===== src/rtl/pulse_seq_pkg.sv =====
`default_nettype none
// ============================================================================
//  Module      : pulse_seq_pkg
//  Description : Shared types and helpers for the multi-segment pulse
//                sequencer (state encoding, index width, field addressing).
//  Revision    : 1.0 - initial release
// ============================================================================
package pulse_seq_pkg;

    // Sequencer control states
    typedef enum logic [0:0] {
        S_IDLE = 1'b0,
        S_RUN  = 1'b1
    } state_t;

    // Width of a segment index; a single-segment sequencer still needs one bit
    function automatic int seg_width(input int n_seg);
        return (n_seg > 1) ? $clog2(n_seg) : 1;
    endfunction

    // LSB position of field idx inside a packed vector of equal-width fields
    function automatic int field_lsb(input int idx, input int width);
        return idx * width;
    endfunction

endpackage
`default_nettype wire


===== src/rtl/pulse_seq_next_seg.sv =====
`default_nettype none
// ============================================================================
//  Module      : pulse_seq_next_seg
//  Description : Combinational priority search for the lowest-index segment
//                with a nonzero duration, starting at (inclusive) or after
//                (exclusive) a given index. No wrap-around; the caller decides
//                what to do when nothing is found.
//  Revision    : 1.0 - initial release
// ============================================================================
module pulse_seq_next_seg
    import pulse_seq_pkg::*;
#(
    parameter int P_N_WIDTH = 32,
    parameter int P_N_SEG   = 4,
    parameter int P_SEG_W   = 2
) (
    input  logic [P_N_SEG*P_N_WIDTH-1:0] n,
    input  logic [P_SEG_W-1:0]           from_idx,
    input  logic                         inclusive,
    output logic [P_SEG_W-1:0]           next_idx,
    output logic                         valid
);

    // Scan from the top down so the lowest qualifying index is the last writer
    always_comb begin
        next_idx = '0;
        valid    = 1'b0;
        for (int i = P_N_SEG - 1; i >= 0; i--) begin
            if ((int'(from_idx) < i) || (inclusive && (int'(from_idx) == i))) begin
                if (n[field_lsb(i, P_N_WIDTH) +: P_N_WIDTH] != '0) begin
                    next_idx = P_SEG_W'(i);
                    valid    = 1'b1;
                end
            end
        end
    end

endmodule
`default_nettype wire


===== src/rtl/pulse_seq.sv =====
`default_nettype none
// ============================================================================
//  Module      : pulse_seq
//  Description : Multi-segment pulse sequencer. On trigger, plays P_N_SEG
//                segments (duration + level each) from shadow copies of the
//                configuration, repeating the whole pattern n_rpt+1 times.
//                Supports retrigger, abort, segment index and done reporting.
//  Revision    : 1.0 - initial release
// ============================================================================
module pulse_seq
    import pulse_seq_pkg::*;
#(
    parameter  int P_N_WIDTH   = 32,
    parameter  int P_IO_WIDTH  = 1,
    parameter  int P_N_SEG     = 4,
    parameter  int P_RPT_WIDTH = 8,
    localparam int P_SEG_W     = seg_width(P_N_SEG)
) (
    input  logic                           clk,
    input  logic                           rst,
    input  logic                           trig,
    input  logic                           retrig_en,
    input  logic                           abort,
    input  logic [P_N_SEG*P_N_WIDTH-1:0]   n,
    input  logic [P_N_SEG*P_IO_WIDTH-1:0]  a,
    input  logic [P_IO_WIDTH-1:0]          a_idle,
    input  logic [P_RPT_WIDTH-1:0]         n_rpt,
    output logic [P_IO_WIDTH-1:0]          y,
    output logic                           busy,
    output logic [P_SEG_W-1:0]             seg,
    output logic                           done
);

    // ------------------------------------------------------------------------
    // Registered state
    // ------------------------------------------------------------------------
    state_t                          r_state;
    logic [P_IO_WIDTH-1:0]           r_y;
    logic [P_SEG_W-1:0]              r_seg;
    logic                            r_done;
    logic [P_N_WIDTH-1:0]            r_cnt;
    logic [P_RPT_WIDTH-1:0]          r_pass;
    logic [P_SEG_W-1:0]              r_first;
    logic [P_N_SEG*P_N_WIDTH-1:0]    r_sh_n;
    logic [P_N_SEG*P_IO_WIDTH-1:0]   r_sh_a;

    // Next-state values
    state_t                          w_state_nxt;
    logic [P_IO_WIDTH-1:0]           w_y_nxt;
    logic [P_SEG_W-1:0]              w_seg_nxt;
    logic                            w_done_nxt;
    logic [P_N_WIDTH-1:0]            w_cnt_nxt;
    logic [P_RPT_WIDTH-1:0]          w_pass_nxt;
    logic [P_SEG_W-1:0]              w_first_nxt;
    logic [P_N_SEG*P_N_WIDTH-1:0]    w_sh_n_nxt;
    logic [P_N_SEG*P_IO_WIDTH-1:0]   w_sh_a_nxt;

    // Search results
    logic [P_SEG_W-1:0]              w_first_idx;
    logic                            w_first_valid;
    logic [P_SEG_W-1:0]              w_next_idx;
    logic                            w_next_valid;

    logic                            w_start;

    // ------------------------------------------------------------------------
    // First nonzero segment of the live inputs: the starting edge must already
    // drive a[first], so the search cannot wait for the shadow copy.
    // ------------------------------------------------------------------------
    pulse_seq_next_seg #(
        .P_N_WIDTH (P_N_WIDTH),
        .P_N_SEG   (P_N_SEG),
        .P_SEG_W   (P_SEG_W)
    ) u_first_seg (
        .n         (n),
        .from_idx  ('0),
        .inclusive (1'b1),
        .next_idx  (w_first_idx),
        .valid     (w_first_valid)
    );

    // Next nonzero segment after the current one, from the shadow config
    pulse_seq_next_seg #(
        .P_N_WIDTH (P_N_WIDTH),
        .P_N_SEG   (P_N_SEG),
        .P_SEG_W   (P_SEG_W)
    ) u_next_seg (
        .n         (r_sh_n),
        .from_idx  (r_seg),
        .inclusive (1'b0),
        .next_idx  (w_next_idx),
        .valid     (w_next_valid)
    );

    // A start request is honoured from IDLE, or while running if retrigger is
    // enabled; abort always wins over a simultaneous trigger.
    assign w_start = trig && !abort && ((r_state == S_IDLE) || retrig_en);

    // ------------------------------------------------------------------------
    // Next-state and output computation
    // ------------------------------------------------------------------------
    always_comb begin
        w_state_nxt = r_state;
        w_y_nxt     = r_y;
        w_seg_nxt   = r_seg;
        w_done_nxt  = 1'b0;
        w_cnt_nxt   = r_cnt;
        w_pass_nxt  = r_pass;
        w_first_nxt = r_first;
        w_sh_n_nxt  = r_sh_n;
        w_sh_a_nxt  = r_sh_a;

        if (abort) begin
            // Terminate without completion; shadow config is kept as-is
            w_state_nxt = S_IDLE;
            w_y_nxt     = a_idle;
            w_seg_nxt   = '0;
        end else if (w_start) begin
            w_sh_n_nxt  = n;
            w_sh_a_nxt  = a;
            w_pass_nxt  = n_rpt;
            w_first_nxt = w_first_idx;
            if (w_first_valid) begin
                w_state_nxt = S_RUN;
                w_seg_nxt   = w_first_idx;
                w_y_nxt     = a[field_lsb(int'(w_first_idx), P_IO_WIDTH) +: P_IO_WIDTH];
                // Counter holds remaining cycles after the current one
                w_cnt_nxt   = n[field_lsb(int'(w_first_idx), P_N_WIDTH) +: P_N_WIDTH] - 1'b1;
            end else begin
                // Empty pattern: complete immediately without running
                w_state_nxt = S_IDLE;
                w_seg_nxt   = '0;
                w_y_nxt     = a_idle;
                w_done_nxt  = 1'b1;
            end
        end else begin
            case (r_state)
                S_IDLE: begin
                    w_y_nxt   = a_idle;
                    w_seg_nxt = '0;
                end
                S_RUN: begin
                    if (r_cnt != '0) begin
                        w_cnt_nxt = r_cnt - 1'b1;
                    end else if (w_next_valid) begin
                        // Advance within the pass; zero segments are skipped
                        w_seg_nxt = w_next_idx;
                        w_y_nxt   = r_sh_a[field_lsb(int'(w_next_idx), P_IO_WIDTH) +: P_IO_WIDTH];
                        w_cnt_nxt = r_sh_n[field_lsb(int'(w_next_idx), P_N_WIDTH) +: P_N_WIDTH] - 1'b1;
                    end else if (r_pass != '0) begin
                        // Wrap to the first segment with no idle gap
                        w_pass_nxt = r_pass - 1'b1;
                        w_seg_nxt  = r_first;
                        w_y_nxt    = r_sh_a[field_lsb(int'(r_first), P_IO_WIDTH) +: P_IO_WIDTH];
                        w_cnt_nxt  = r_sh_n[field_lsb(int'(r_first), P_N_WIDTH) +: P_N_WIDTH] - 1'b1;
                    end else begin
                        w_state_nxt = S_IDLE;
                        w_seg_nxt   = '0;
                        w_y_nxt     = a_idle;
                        w_done_nxt  = 1'b1;
                    end
                end
                default: begin
                    w_state_nxt = S_IDLE;
                    w_y_nxt     = a_idle;
                    w_seg_nxt   = '0;
                end
            endcase
        end
    end

    // ------------------------------------------------------------------------
    // State register with synchronous reset
    // ------------------------------------------------------------------------
    always_ff @(posedge clk) begin
        if (rst) begin
            r_state <= S_IDLE;
            r_y     <= '0;
            r_seg   <= '0;
            r_done  <= 1'b0;
            r_cnt   <= '0;
            r_pass  <= '0;
            r_first <= '0;
            r_sh_n  <= '0;
            r_sh_a  <= '0;
        end else begin
            r_state <= w_state_nxt;
            r_y     <= w_y_nxt;
            r_seg   <= w_seg_nxt;
            r_done  <= w_done_nxt;
            r_cnt   <= w_cnt_nxt;
            r_pass  <= w_pass_nxt;
            r_first <= w_first_nxt;
            r_sh_n  <= w_sh_n_nxt;
            r_sh_a  <= w_sh_a_nxt;
        end
    end

    assign y    = r_y;
    assign busy = (r_state == S_RUN);
    assign seg  = r_seg;
    assign done = r_done;

endmodule
`default_nettype wire


===== config.mk =====
export PLATFORM = sky130hd
export DESIGN_NAME = pulse_seq
export DESIGN_NICKNAME = d
export VERILOG_FILES = /design/src/rtl/pulse_seq_pkg.sv /design/src/rtl/pulse_seq_next_seg.sv /design/src/rtl/pulse_seq.sv
export SDC_FILE = /design/constraint.sdc
export NUM_CORES = 1
export LEC_CHECK = 0
export CORE_ASPECT_RATIO = 2
export CORE_MARGIN = 8
export CORE_UTILIZATION = 55
export DETAILED_ROUTE_END_ITERATION = 7
export DONT_BUFFER_PORTS = 1
export GPL_TIMING_DRIVEN = 0
export HOLD_SLACK_MARGIN = 0.03
export PLACE_DENSITY = 0.7
export SETUP_SLACK_MARGIN = 0.02
export SYNTH_ARGS = -nofsm -noshare
export SYNTH_HDL_FRONTEND = slang
export SYNTH_SLANG_ARGS = --single-unit

===== constraint.sdc =====
create_clock -name clk -period 11.1 [get_ports clk]
set_input_delay 2.22 -clock clk [delete_from_list [all_inputs] [get_ports clk]]
set_output_delay 2.22 -clock clk [all_outputs]
set_load 0.1 [all_outputs]

* Word-level counts from Yosys, hierarchy flattened
Cells that the tools add are included.
** Storage, ports and cells
- Output and inout port bits :: 5
- Register bits :: 179
** Operators by class
- Reductions and logical operators :: 20
- Mux-type cells :: 56
- $lt $le $gt $ge :: 3
- Eq/ne operators :: 5
- Bitwise gates (word level) :: 2
- Shift-type cells :: 6
- Add/sub/neg operators :: 5
** Operators with widths (number)
- $shiftx A128 B8 Y32 :: 3
- $reduce_bool A32 Y1 :: 8
- $mux W32 :: 6
- $sub A32 B1 Y32 const B :: 4
- $mux W8 :: 5
- $mux W2 :: 15
- $mux W1 :: 28
- $shiftx A4 B3 Y1 :: 3
- $reduce_bool A8 Y1 :: 1
- $sub A8 B1 Y8 const B :: 1
- $reduce_and A5 Y1 :: 1
- $lt A2 B2 Y1 const B :: 2
- $ne A2 B2 Y1 const B :: 2
- $ne A4 B4 Y1 const B :: 1
- $pmux W2 S2 :: 1
- $reduce_and A4 Y1 :: 1
- $reduce_bool A2 Y1 :: 2
- $reduce_bool A4 Y1 :: 1
- $ne A3 B3 Y1 const B :: 1
- $logic_and A1 B1 Y1 :: 2
- $lt A2 B1 Y1 const B :: 1
- $ne A2 B1 Y1 const B :: 1
- $not A1 Y1 :: 2
- $pmux W1 S2 :: 1
- other kinds (4) :: 4

* Depth between registers and ports, before layout
Gate-level depths: netlist (run 1).
- Word-level depth :: 13
- Mapped depth :: 15

* Hierarchy
A second synthesis (run 1) with hierarchy kept.
** Second synthesis, totals
- Cell total of the unflattened synthesis :: 1215
- Area, all modules :: 10318.6 µm²
** By module, submodules not included
- pulse_seq :: instances 1, area each 9603.0 µm², sequential area each 3583.4 µm², cells an instance 1105
- pulse_seq_next_seg :: instances 2, area each 357.8 µm², sequential area each 0.0 µm², cells an instance 55

* Worst setup path after synthesis (run 1)
No wires, ideal clock.
- Path kind :: input port to flip-flop
- Start point :: input port n[27]
- End point :: register r_cnt[31]
- Arrival time :: 5.502 ns
- Path slack :: 5.535 ns
- Library setup time :: 0.063 ns
- Required time :: 11.037 ns
- Cell stages on the path :: 13
- Path buffers :: 2
- Cell sequence :: nor4_1 -> nand4_1 -> or2_1 -> clkbuf_1 -> a21oi_2 -> clkbuf_1 -> mux2i_1 -> o22ai_1 -> a211oi_1 -> o2111ai_1 -> or4_1 -> or4_1 -> nand3_1
** On the way
- Cells in the longest elaborated chain, start to end :: 6
- Elaborated cells on any way between the ends :: 9
** RTL lines
- start: declaration :: RTL line pulse_seq.sv:24 : input logic [P_N_SEG*P_N_WIDTH-1:0] n,
- $reduce_bool A32 Y1 :: RTL line pulse_seq_next_seg.sv:30 : if (n[field_lsb(i, P_N_WIDTH) +: P_N_WIDTH] != '0) begin
- $mux W2 :: RTL line pulse_seq_next_seg.sv:30
- $shiftx A128 B8 Y32 :: RTL line pulse_seq.sv:128 : w_cnt_nxt = n[field_lsb(int'(w_first_idx), P_N_WIDTH) +: P_N_WIDTH] - 1'b1;
- $sub A32 B1 Y32 :: RTL line pulse_seq.sv:128
- $mux W32 :: RTL line pulse_seq.sv:123 : if (w_first_valid) begin
- $mux W32 :: RTL line pulse_seq.sv:118 : end else if (w_start) begin
- end signal: assignment :: RTL line pulse_seq.sv:191 : r_cnt <= w_cnt_nxt;
- end: declaration :: RTL line pulse_seq.sv:41 : logic [P_N_WIDTH-1:0] r_cnt;
Several ways; a longest one is shown, not always the timed one. The select of a mux whose other input is x is not followed.
A chain may end at the register's enable or synchronous reset.

* Worst setup path after layout (run 1)
Same ends and word-level chain as after synthesis.

==> results.txt, run 1 <==
----------------------------------------------------
[Clock network]
  Number of buffers added to fix hold violations after cts ... 0
  H-tree levels ... 4
  Post-CTS setup buffer count ... 0
  Number of buffers created by CTS ... 17
  Total of cells resized after clock tree synthesis ... 0
  CTS clock-pin slew for the worst setup and hold paths ... about 70 ps
  Clock Path Buffers ... 2
  Clock net sink count ... 179
  Root buffer cell ... clkbuf_16
  CTS tree ... built
  Clock latency at the later pin of the worst-skew pair ... 480 ps

[Worst hold path]
  Kind of path behind the tightest hold check ... flip-flop to flip-flop

[Floorplanning]
  Std-Cell Core Area ... 19,100 µm²
  Horiz. Die Dim ... 114 µm
  Die outline area ... 24,200 µm²
  Die height ... roughly 210 µm
  Starting utilization of the core area ... 55.5%
  Top-level port count ... around 150
  # rows ... 72

[Placed design]
  # placed instances ... around 1,700
  Number of port buffers ... 0
  HPWL after detailed placement ... roughly 44 mm
  Routability cong. ... 1.11

[Detailed routing]
  Drt first pass iters ... 8
  Via count ... 13,000
  Average vias per placed instance ... 7.46
  Number of DRC markers in iteration 0 ... 2,004
  Drt total wl ... between 50 and 60 mm
  Drc violations ... 0
  DR WL/cell ... 33.3 µm
  Number of nets with antenna violations after routing ... 0

[Global route]
  Global-route wire length before repair ... 84.1 mm
  GRT overflow ... 0
  Total Routing Usage GR ... between 40% and 50%
  Via count of the first global-routing pass ... 12,300
  Number of antenna violations at the first check in global routing ... 1
  Pin count of the biggest net entering global routing ... 18

[Timing]
  Setup TNS after final layout ... 0 ps
  Final clock skew ... 12.9 ps
  Final period demand of the worst path ... approximately 7600 ps
  Final Cycle Share ... 68.7%
  Finish-stage setup viols ... 0
  Number of failing hold endpoints at the final stage ... 0
  Relative slew slack ... around 5.3%
  Max Fclk ... around 0.13 GHz
  Slew at the pin closest to its max-slew limit ... roughly 1400 ps
  Slew Viols, Final ... 0
  RSZ-0062 raised after global routing ... false

[Layout]
  Share of post-route cells with drive strength above 1 ... 7.54%
  Number of nets in the final layout ... 1,620
  Post-layout instance count excluding filler cells ... 1,744
  Ant. Diodes ... 0
  Layout overhead on the synthesized area ... 8.57%

[Synthesis]
  Warnings, synthesis ... 0
  Average instance area after synthesis ... 7.30 µm²
  Net count of the mapped netlist ... roughly 1,600
  Count of state elements after synthesis ... 179
  Number of instances in the synthesized netlist ... 1,452
  Sequential cell area fraction in the yosys report ... around a third
  Count of different cell masters after synthesis ... between 80 and 90
  Synth async-reset ratio ... 0%
  Top FF cell, synth ... dfxtp_1
  Cell Area, Synth ... 10,600 µm²
  Number of synthesized flops with an enable pin ... 0

[Setup path]
  Critical path fanouts, max ... 10
  Data arrival, critical path ... 8030 ps
  Data required time of the worst path ... 11,510 ps
  Worst Setup Start Kind ... primary input
  Critical Path Sink Type ... flip-flop
  Start-to-end type of the worst setup path ... primary input to flip-flop

[Pwr]
  Total power per unit cell area ... 159 nW/µm²
  Worst ir drop on vdd ... 0.000141 V
  Total power of the final layout ... 1830 µW
  Static Leakage ... 0.00389 µW

[Run status]
  Result of the run ... finished, final reports clean

[Run]
  Max-capacitance violation count ... 0

----------------------------------------------------
-- cell usage in the layout, fill, tap and decap left out, types with 8 or more instances in the layout --
master     synthesis  final
nor2_1            81     81
clkbuf_16          0     17
o21ai_0           66     66
a211oi_1          32     32
buf_2             16     17
dfxtp_1          179    179
mux2i_1           17     17
o22ai_1            8      8
clkbuf_1          81     81
inv_1             16     16
or3_1             14     14
nand2_1          325    325
a21oi_1          187    187
o211ai_1          11     11
o221ai_1           8      8
a21o_1            15     15
nor4_1            71     71
a31oi_1           16     16
nor3_1            30     30
o311ai_0          12     12
o21a_1            10     10
or2_2              8      8
nand4_1           23     23
and3_1            12     12
inv_6              0      8
nand3_1           35     35
-- critical path: stages --
cell,delay (ps)
nor4_1,370
nand4_1,560
or2_1,410
clkbuf_1,310
a21oi_2,950
clkbuf_1,720
mux2i_1,380
o22ai_1,130
a211oi_1,740
o2111ai_1,290
or4_1,440
or4_1,410
nand3_1,80
-- synthesized netlist by cell type (7+ instances only) --
| cell | number | area, µm² |
|---|---|---|
| dfxtp_1 | 179 | 3580 |
| inv_1 | 16 | 60.1 |
| a311o_1 | 7 | 70.1 |
| nand4_1 | 23 | 144 |
| or2_2 | 8 | 50.1 |
| buf_2 | 16 | 80.1 |
| o311ai_0 | 12 | 105 |
| a211oi_1 | 32 | 240 |
| o221ai_1 | 8 | 70.1 |
| nor3_1 | 30 | 150 |
| o21ai_0 | 66 | 330 |
| o22ai_1 | 8 | 50.1 |
| or3_1 | 14 | 87.6 |
| xnor2_1 | 7 | 61.3 |
| nand3_1 | 35 | 175 |
| and3_1 | 12 | 75.1 |
| a31o_2 | 7 | 61.3 |
| nor2_1 | 81 | 304 |
| mux2i_1 | 17 | 170 |
| o21a_1 | 10 | 75.1 |
| o211ai_1 | 11 | 82.6 |
| nand2_1 | 325 | 1220 |
| a31oi_1 | 16 | 100 |
| clkbuf_1 | 81 | 304 |
| a21oi_1 | 187 | 936 |
| nor4_1 | 71 | 444 |
| a21o_1 | 15 | 113 |
| a32oi_1 | 7 | 61.3 |
-- layer usage --
layer	global-route usage, %	part of all wire, %
met3	18.7	13
met2	74.8	44
met4	48.8	12
met5	0.429	0.022
met1	48.5	30
-- area by class of cell --
class | count | area [µm²]
sequential | 179 | 3580
clock inverter | 14 | 140
fill | 1885 | 7590
clock buffer | 18 | 439
timing repair buffer | 1 | 5.00
inverter | 18 | 67.6
tap | 259 | 324
buffer | 109 | 483
multi-input combinational | 1146 | 6460
-- path summary, 6_finish.rpt --
kind	startpoint	to	slack (ps)	cells past startpoint
worst min register to register	r_sh_n[27]	r_sh_n[27]	460	2
worst max register to register	busy	r_cnt[24]	4820	14
worst min-delay path	r_sh_n[27]	r_sh_n[27]	460	2
worst max-delay path	n[27]	r_cnt[31]	3480	13
-- power breakdown --
group	leakage [µW]	switching, µW	internal [µW]
logic	0.00215	328	144
clock network	0.000281	307	322
registers	0.00146	51.2	679
-- state kept, by name, indices dropped and copies added, names as in the netlist --
| signal | count |
|---|---|
| r_sh_a | 4 |
| r_pass | 8 |
| y | 1 |
| done | 1 |
| r_sh_n | 128 |
| seg | 2 |
| busy | 1 |
| r_cnt | 32 |
| r_first | 2 |
-- stage by stage --
| step | cell area (µm²) | utilization (%) | setup slack (ps) | hold WS (ps) |
|---|---|---|---|---|
| 3_3_place_gp | 10900 | 57.2 | 3430 | 441 |
| 4_1_cts | 11500 | 60.2 | 3850 | 457 |
| 3_5_place_dp | 10900 | 57.2 | 3380 | 447 |
| 6_report | 11500 | 60.2 | 3480 | 458 |
| 2_1_floorplan | 10600 | - | 5540 | 432 |
| 5_1_grt | 11500 | 60.2 | 3610 | 473 |
-- kinds of logic (layout without fill, tap and decap cells) --
family | count (synthesis) | after routing | synth area share, %
and+or+nand+nor | 643 | 643 | 28.9
muxes | 24 | 24 | 2.46
DFF | 179 | 179 | 33.8
AOI/OAI and AO/OA | 467 | 467 | 28.6
adders and majority gates | 2 | 2 | 0.236
buffers and inverters | 127 | 160 | 5.20
xor gates and xnor gates | 10 | 10 | 0.827
Note: power is estimated with default switching activity, not from simulation.
==> inputs of run 2 (changes only) <==
Clock period 11.1 ns to 7.17 ns, I/O delays scaled along.
==> run 2 against run 1 <==
Effect of this change: die area unchanged; worst hold slack about the same; worst setup slack got worse by 3100 ps; clock power increased by 54%; cell area unchanged; clock skew decreased by 3.6 ps; power increased by 55%; via count increased by 0.12%; combinational power increased by 56%; core utilization unchanged; register-to-register slack got worse by 3900 ps; critical endpoint unchanged; largest cell class unchanged; highest routed layer unchanged.
==> results.txt, run 2 (synthesized netlist as in run 1, its figures left out) <==
----------------------------------------------------
[Run status]
  Result of the run ... finished, final reports clean (unchanged)

[Worst hold path]
  Hold Path Stages ... 2 (unchanged)
  Kind of path behind the tightest hold check ... flip-flop to flip-flop (unchanged)
  Endpoint of the worst hold-timing path ... r_sh_n[27] (unchanged)
  Worst hold start ... r_sh_n[27] (unchanged)

[Setup path]
  Critical Path Max Stage Delay ... 920 ps (was 950 ps)
  Critical Path Sink Type ... flip-flop (unchanged)
  Critical path fanouts, max ... 10 (unchanged)
  Minimum setup slack among reg-to-reg paths ... 960 ps (was 4820 ps)
  Startpoint of the most critical setup path ... n[27] (unchanged)
  Data arrival, critical path ... 7230 ps (was 8030 ps)
  Crit path cell chain ... nor4_1 > nand4_1 > or2_1 > clkbuf_1 > a21oi_2 > clkbuf_1 > mux2i_1 > o22ai_1 > a211oi_1 > o2111ai_1 > or4_1 > or4_1 > nand3_1 (unchanged)
  Critical-path top delay cell ... a21oi_2 (unchanged)
  Count of buffering cells on the critical path with inverters included ... 2 (unchanged)
  Worst R2R Path Depth ... 14 (unchanged)
  Crit-path leading delay family ... simple AND/OR/NAND/NOR gates (unchanged)
  Worst Setup Start Kind ... primary input (unchanged)
  Reg-to-reg endpoint ... r_cnt[24] (unchanged)
  Start-to-end type of the worst setup path ... primary input to flip-flop (unchanged)
  Data required time of the worst path ... 7580 ps (was 11,510 ps)
  Reg-to-reg startpoint ... busy (unchanged)

[Global route]
  Number of antenna violations at the first check in global routing ... 2 (was 1)
  Global-route wire length before repair ... 84.1 mm (about the same)
  Total Routing Usage GR ... 48.5% (was 48.6%)
  GRT overflow ... 0 (unchanged)
  Via count of the first global-routing pass ... 12,300 (about the same)
  Pin count of the biggest net entering global routing ... 18 (unchanged)

[Floorplanning]
  Std-Cell Core Area ... 19,100 µm² (unchanged)
  Starting utilization of the core area ... 55.5% (unchanged)
  Top-level port count ... 151 (unchanged)
  Horiz. Die Dim ... 114 µm (unchanged)
  # rows ... 72 (unchanged)
  Die height ... 212 µm (unchanged)
  Die outline area ... 24,200 µm² (unchanged)

[Detailed routing]
  Drt total wl ... 58.4 mm (was 58.1 mm)
  Drt first pass iters ... 8 (unchanged)
  DR WL/cell ... 33.5 µm (was 33.3 µm)
  Number of DRC markers in iteration 0 ... 2,088 (was 2,004)
  Average vias per placed instance ... 7.47 (was 7.46)
  Drc violations ... 0 (unchanged)
  Number of nets with antenna violations after routing ... 0 (unchanged)
  Via count ... 13,000 (about the same)

[Timing]
  Number of failing hold endpoints at the final stage ... 0 (unchanged)
  Final period demand of the worst path ... 6820 ps
  Final Cycle Share ... 95.1%
  Final clock skew ... 9.31 ps (was 12.9 ps)
  Post-route worst setup slack ... 353 ps (was 3480 ps)
  Max Fclk ... approximately 0.15 GHz
  Slew Viols, Final ... 0 (unchanged)
  Setup TNS after final layout ... 0 ps (unchanged)
  Relative slew slack ... 4.04% (was 5.31%)
  RSZ-0062 raised after global routing ... false (unchanged)
  Finish-stage setup viols ... 0 (unchanged)
  Hold WS ... 458 ps (about the same)
  Slew at the pin closest to its max-slew limit ... 1430 ps (was 1410 ps)

[Pwr]
  Static Leakage ... 0.00389 µW (unchanged)
  Total power per unit cell area ... 246 nW/µm² (was 159 nW/µm²)
  Worst ir drop on vdd ... 0.000216 V (was 0.000141 V)

[Clock network]
  Post-CTS setup buffer count ... 0 (unchanged)
  Number of buffers added to fix hold violations after cts ... 0 (unchanged)
  CTS clock-pin slew for the worst setup and hold paths ... 70 ps (about the same)
  CTS tree ... built (unchanged)
  Clock latency at the later pin of the worst-skew pair ... 470 ps (was 480 ps)
  Clock net sink count ... 179 (unchanged)
  Number of buffers created by CTS ... 17 (unchanged)
  Clock Path Buffers ... 2 (unchanged)
  Root buffer cell ... clkbuf_16 (unchanged)
  Total of cells resized after clock tree synthesis ... 0 (unchanged)
  H-tree levels ... 4 (unchanged)

[Layout]
  Register with the highest flop count ... r_sh_n (unchanged)
  Highest-count cells in the layout ignoring fill and taps ... 325 x nand2_1, 187 x a21oi_1, 179 x dfxtp_1, 81 x nor2_1, 81 x clkbuf_1 (unchanged)
  Share of post-route cells with drive strength above 1 ... 7.54% (unchanged)
  Ant. Diodes ... 0 (unchanged)
  Layout overhead on the synthesized area ... 8.57% (unchanged)
  Flip-flop count of the largest register after layout ... 128 (unchanged)
  Number of filler cells placed in the layout ... 1,885 (unchanged)
  Register area ... 3580 µm² (unchanged)
  Commonest non-fill, non-tap cell in the layout ... nand2_1 (unchanged)
  Area taken by multi-input logic gates ... 6460 µm² (unchanged)
  End-of-flow core utilization ... 60.2% (unchanged)
  Number of nets in the final layout ... 1,620 (unchanged)
  Largest registers ... r_sh_n x128, r_cnt x32, r_pass x8 (unchanged)

[Placed design]
  Number of port buffers ... 0 (unchanged)
  HPWL after detailed placement ... 43.9 mm (unchanged)
  Routability cong. ... 1.11 (unchanged)
  Post-placement worst setup slack ... 238 ps (was 3380 ps)

[Run]
  Max-capacitance violation count ... 0 (unchanged)

----------------------------------------------------
==> run 2: cell counts in the layout (fill, tap and decap cells not counted) <==
No cell type changed its count.
==> run 2: cell type report <==
type | count | share of cell area (%)
buffer | 109 | 4.20
timing repair buffer | 1 | 0.0435
clock buffer | 18 | 3.82
multi-input combinational | 1146 | 56.2
clock inverter | 14 | 1.22
sequential | 179 | 31.1
inverter | 18 | 0.587
tap | 259 | 2.82
==> run 2: how the worst max path moves through the flow <==
| stage | slack (ps) | end | depth (start not counted) |
|---|---|---|---|
| 2_1_floorplan | 2390 | r_cnt[31] | 13 |
| 3_3_place_gp | 290 | r_cnt[31] | 13 |
| 3_5_place_dp | 240 | r_cnt[31] | 13 |
| 4_1_cts | 700 | r_cnt[31] | 13 |
| 5_1_grt | 520 | r_cnt[31] | 13 |
| 6_report | 350 | r_cnt[31] | 13 |
==> run 2: per-layer routing <==
layer	share of wire (%)	up-vias	global-route usage, %
met5	0.024	-	0
met4	13	2	49.4
met3	13	410	17.4
met2	44	1237	74.9
met1	31	5967	48.8
li1	-	5408	-
==> run 2: through the flow <==
step           area (µm²)  power (µW)  cells
2_1_floorplan       10600        1580   1452
3_3_place_gp        10900        1810   1711
3_5_place_dp        10900        1820   1712
4_1_cts             11500        2770   1744
5_1_grt             11500        2900   1744
6_report            11500        2840   1744
==> run 2: worst reg2reg max path, cell delays in order (launching register included) <==
cell and delay (ps):
dfxtp_1 1090, buf_2 380, inv_1 100, o211ai_1 480, clkbuf_1 530, clkbuf_1 460, o21ai_0 570, a2111oi_0 760
a221oi_2 130, o31ai_1 290, nor4_1 200, nand4_1 300, clkbuf_1 420, mux2i_1 250, a31oi_1 90
==> run 2: power breakdown <==
part / switching (µW) / total (µW) / internal [µW]
logic: 511 / 734 / 222
clock network: 473 / 972 / 499
registers: 78.9 / 1130 / 1050
==> inputs of run 3 (changes only) <==
Settings changed: RECOVER_POWER set to 50.
==> run 3 against run 2 <==
Effect of this change: sequential cell count did not move; cell area is 0.14% lower; clock skew grew 3.3 ps; worst setup slack improved by 27 ps; fmax is 0.39% higher; sequential share of layout area about the same; sequential power about the same; largest cell class unchanged; highest routed layer unchanged.
==> results.txt, run 3 (synthesized netlist as in run 1, its figures left out) <==
----------------------------------------------------
[Run status]
  Result of the run ... finished, final reports clean (unchanged)

[Detailed routing]
  Drt first pass iters ... 6 (was 8)
  Drc violations ... 0 (unchanged)
  Number of DRC markers in iteration 0 ... 2,092 (was 2,088)
  Via count ... 13,000 (about the same)
  DR WL/cell ... 33.5 µm (about the same)
  Number of nets with antenna violations after routing ... 0 (unchanged)
  Drt total wl ... 58.4 mm (about the same)
  Average vias per placed instance ... 7.46 (was 7.47)

[Setup path]
  Minimum setup slack among reg-to-reg paths ... 860 ps (was 960 ps)
  Startpoint of the most critical setup path ... n[27] (unchanged)
  Reg-to-reg endpoint ... r_cnt[15] (was r_cnt[24])
  Critical-path top delay cell ... a21oi_2 (unchanged)
  Reg-to-reg startpoint ... busy (unchanged)
  Critical Path Max Stage Delay ... 920 ps (about the same)
  Critical Path Sink Type ... flip-flop (unchanged)
  Worst Setup Start Kind ... primary input (unchanged)
  Worst R2R Path Depth ... 13 (was 14)
  Data required time of the worst path ... 7580 ps (about the same)
  Number of cells on the critical path ... 13 (unchanged)
  Crit-path leading delay family ... simple AND/OR/NAND/NOR gates (unchanged)
  Start-to-end type of the worst setup path ... primary input to flip-flop (unchanged)
  Capturing element of the worst setup path ... r_cnt[31] (unchanged)
  Count of buffering cells on the critical path with inverters included ... 2 (unchanged)
  Data arrival, critical path ... 7200 ps (was 7230 ps)
  Critical path fanouts, max ... 10 (unchanged)
  Crit path cell chain ... nor4_1 > nand4_1 > or2_1 > clkbuf_1 > a21oi_2 > clkbuf_1 > mux2i_1 > o22ai_1 > a211oi_1 > o2111ai_1 > or4_1 > or4_1 > nand3_1 (unchanged)

[Global route]
  Total Routing Usage GR ... 48.5% (unchanged)
  Global-route wire length before repair ... 84.1 mm (unchanged)
  Pin count of the biggest net entering global routing ... 18 (unchanged)
  GRT overflow ... 0 (unchanged)
  Via count of the first global-routing pass ... 12,300 (unchanged)
  Number of antenna violations at the first check in global routing ... 2 (unchanged)

[Pwr]
  Worst ir drop on vdd ... 0.000214 V (was 0.000216 V)
  Total power per unit cell area ... 246 nW/µm² (about the same)
  Static Leakage ... 0.00389 µW (about the same)
  Total power of the final layout ... 2830 µW (was 2840 µW)

[Timing]
  Slew Viols, Final ... 0 (unchanged)
  Final Cycle Share ... 94.7% (was 95.1%)
  Setup TNS after final layout ... 0 ps (unchanged)
  Relative slew slack ... 6.37% (was 4.04%)
  Finish-stage setup viols ... 0 (unchanged)
  Max Fclk ... 0.147 GHz (about the same)
  Slew at the pin closest to its max-slew limit ... 1400 ps (was 1430 ps)
  Final clock skew ... 12.6 ps (was 9.31 ps)
  Final period demand of the worst path ... 6790 ps (was 6820 ps)
  RSZ-0062 raised after global routing ... false (unchanged)
  Number of failing hold endpoints at the final stage ... 0 (unchanged)

[Clock network]
  Total of cells resized after clock tree synthesis ... 0 (unchanged)
  Clock latency at the later pin of the worst-skew pair ... 470 ps (about the same)
  Number of buffers created by CTS ... 17 (unchanged)
  Post-CTS setup buffer count ... 0 (unchanged)
  Clock net sink count ... 179 (unchanged)
  CTS tree ... built (unchanged)
  Number of buffers added to fix hold violations after cts ... 0 (unchanged)
  H-tree levels ... 4 (unchanged)
  Clock Path Buffers ... 2 (unchanged)
  Root buffer cell ... clkbuf_16 (unchanged)
  CTS clock-pin slew for the worst setup and hold paths ... 70 ps (about the same)

[Floorplanning]
  Std-Cell Core Area ... 19,100 µm² (unchanged)
  Die height ... 212 µm (unchanged)
  Die outline area ... 24,200 µm² (unchanged)
  Starting utilization of the core area ... 55.5% (unchanged)
  Horiz. Die Dim ... 114 µm (unchanged)
  Top-level port count ... 151 (unchanged)
  # rows ... 72 (unchanged)

[Placed design]
  HPWL after detailed placement ... 43.9 mm (unchanged)
  Routability cong. ... 1.11 (unchanged)
  Number of port buffers ... 0 (unchanged)

[Layout]
  Commonest non-fill, non-tap cell in the layout ... nand2_1 (unchanged)
  Layout overhead on the synthesized area ... 8.42% (was 8.57%)
  Ant. Diodes ... 0 (unchanged)
  Flip-flop count of the largest register after layout ... 128 (unchanged)
  Largest registers ... r_sh_n x128, r_cnt x32, r_pass x8 (unchanged)
  Number of nets in the final layout ... 1,620 (unchanged)
  Highest-count cells in the layout ignoring fill and taps ... 325 x nand2_1, 187 x a21oi_1, 179 x dfxtp_1, 85 x clkbuf_1, 81 x nor2_1 (was 325 x nand2_1, 187 x a21oi_1, 179 x dfxtp_1, 81 x nor2_1, 81 x clkbuf_1)
  Register with the highest flop count ... r_sh_n (unchanged)
  Share of post-route cells with drive strength above 1 ... 7.34% (was 7.54%)

[Worst hold path]
  Kind of path behind the tightest hold check ... flip-flop to flip-flop (unchanged)
  Worst hold start ... r_sh_n[27] (unchanged)

[Run]
  Max-capacitance violation count ... 0 (unchanged)

----------------------------------------------------
run 3: cell type report:
cell class | count | area (µm²)
Fill cell | 1887 | 7610
Inverter | 18 | 67.6
Sequential cell | 179 | 3580
Tap cell | 259 | 324
Clock buffer | 18 | 439
Clock inverter | 14 | 140
Buffer | 109 | 482
Multi-Input combinational cell | 1146 | 6450
Timing Repair Buffer | 1 | 5.00
run 3: layer usage:
metal  up-vias  wire length [µm]  track usage (%)
met5         -                14                0
met4         2              7250             49.4
met3       397              7490             17.4
met2      1202             25700             74.9
met1      5996             17900             48.8
li1       5405                 -                -
run 3: through the flow:
stage	hold slack, ps	instances	utilization, %	instance area (µm²)	worst slack, ps
floorplan	432	1452	-	10600	2390
global placement	441	1711	57.2	10900	285
detailed placement	447	1712	57.2	10900	238
CTS	457	1744	60.2	11500	705
global route	473	1744	60.2	11500	517
finish	458	1744	60.2	11500	380
run 3: worst min path at each step:
stage                       to  slack (ps)  cells past startpoint
floorplan           r_sh_n[26]         430                      2
global placement     r_sh_n[7]         440                      2
detailed placement   r_sh_n[2]         450                      2
CTS                  r_sh_n[2]         460                      2
global route        r_sh_n[27]         470                      2
finish              r_sh_n[27]         460                      2
run 3: worst reg2reg max path: cells and delay by family (launching register included):
kind	cells	cell delay [ps]
flops	1	1090
compound gates	4	1360
buf+inv	4	1680
simple gates	5	2070
run 3: power breakdown:
group	internal [µW]	leakage (µW)	total, µW	switching, µW
Sequential	1050	0.00146	1130	78.8
Clock	499	0.000281	975	476
Combinational	221	0.00214	727	506
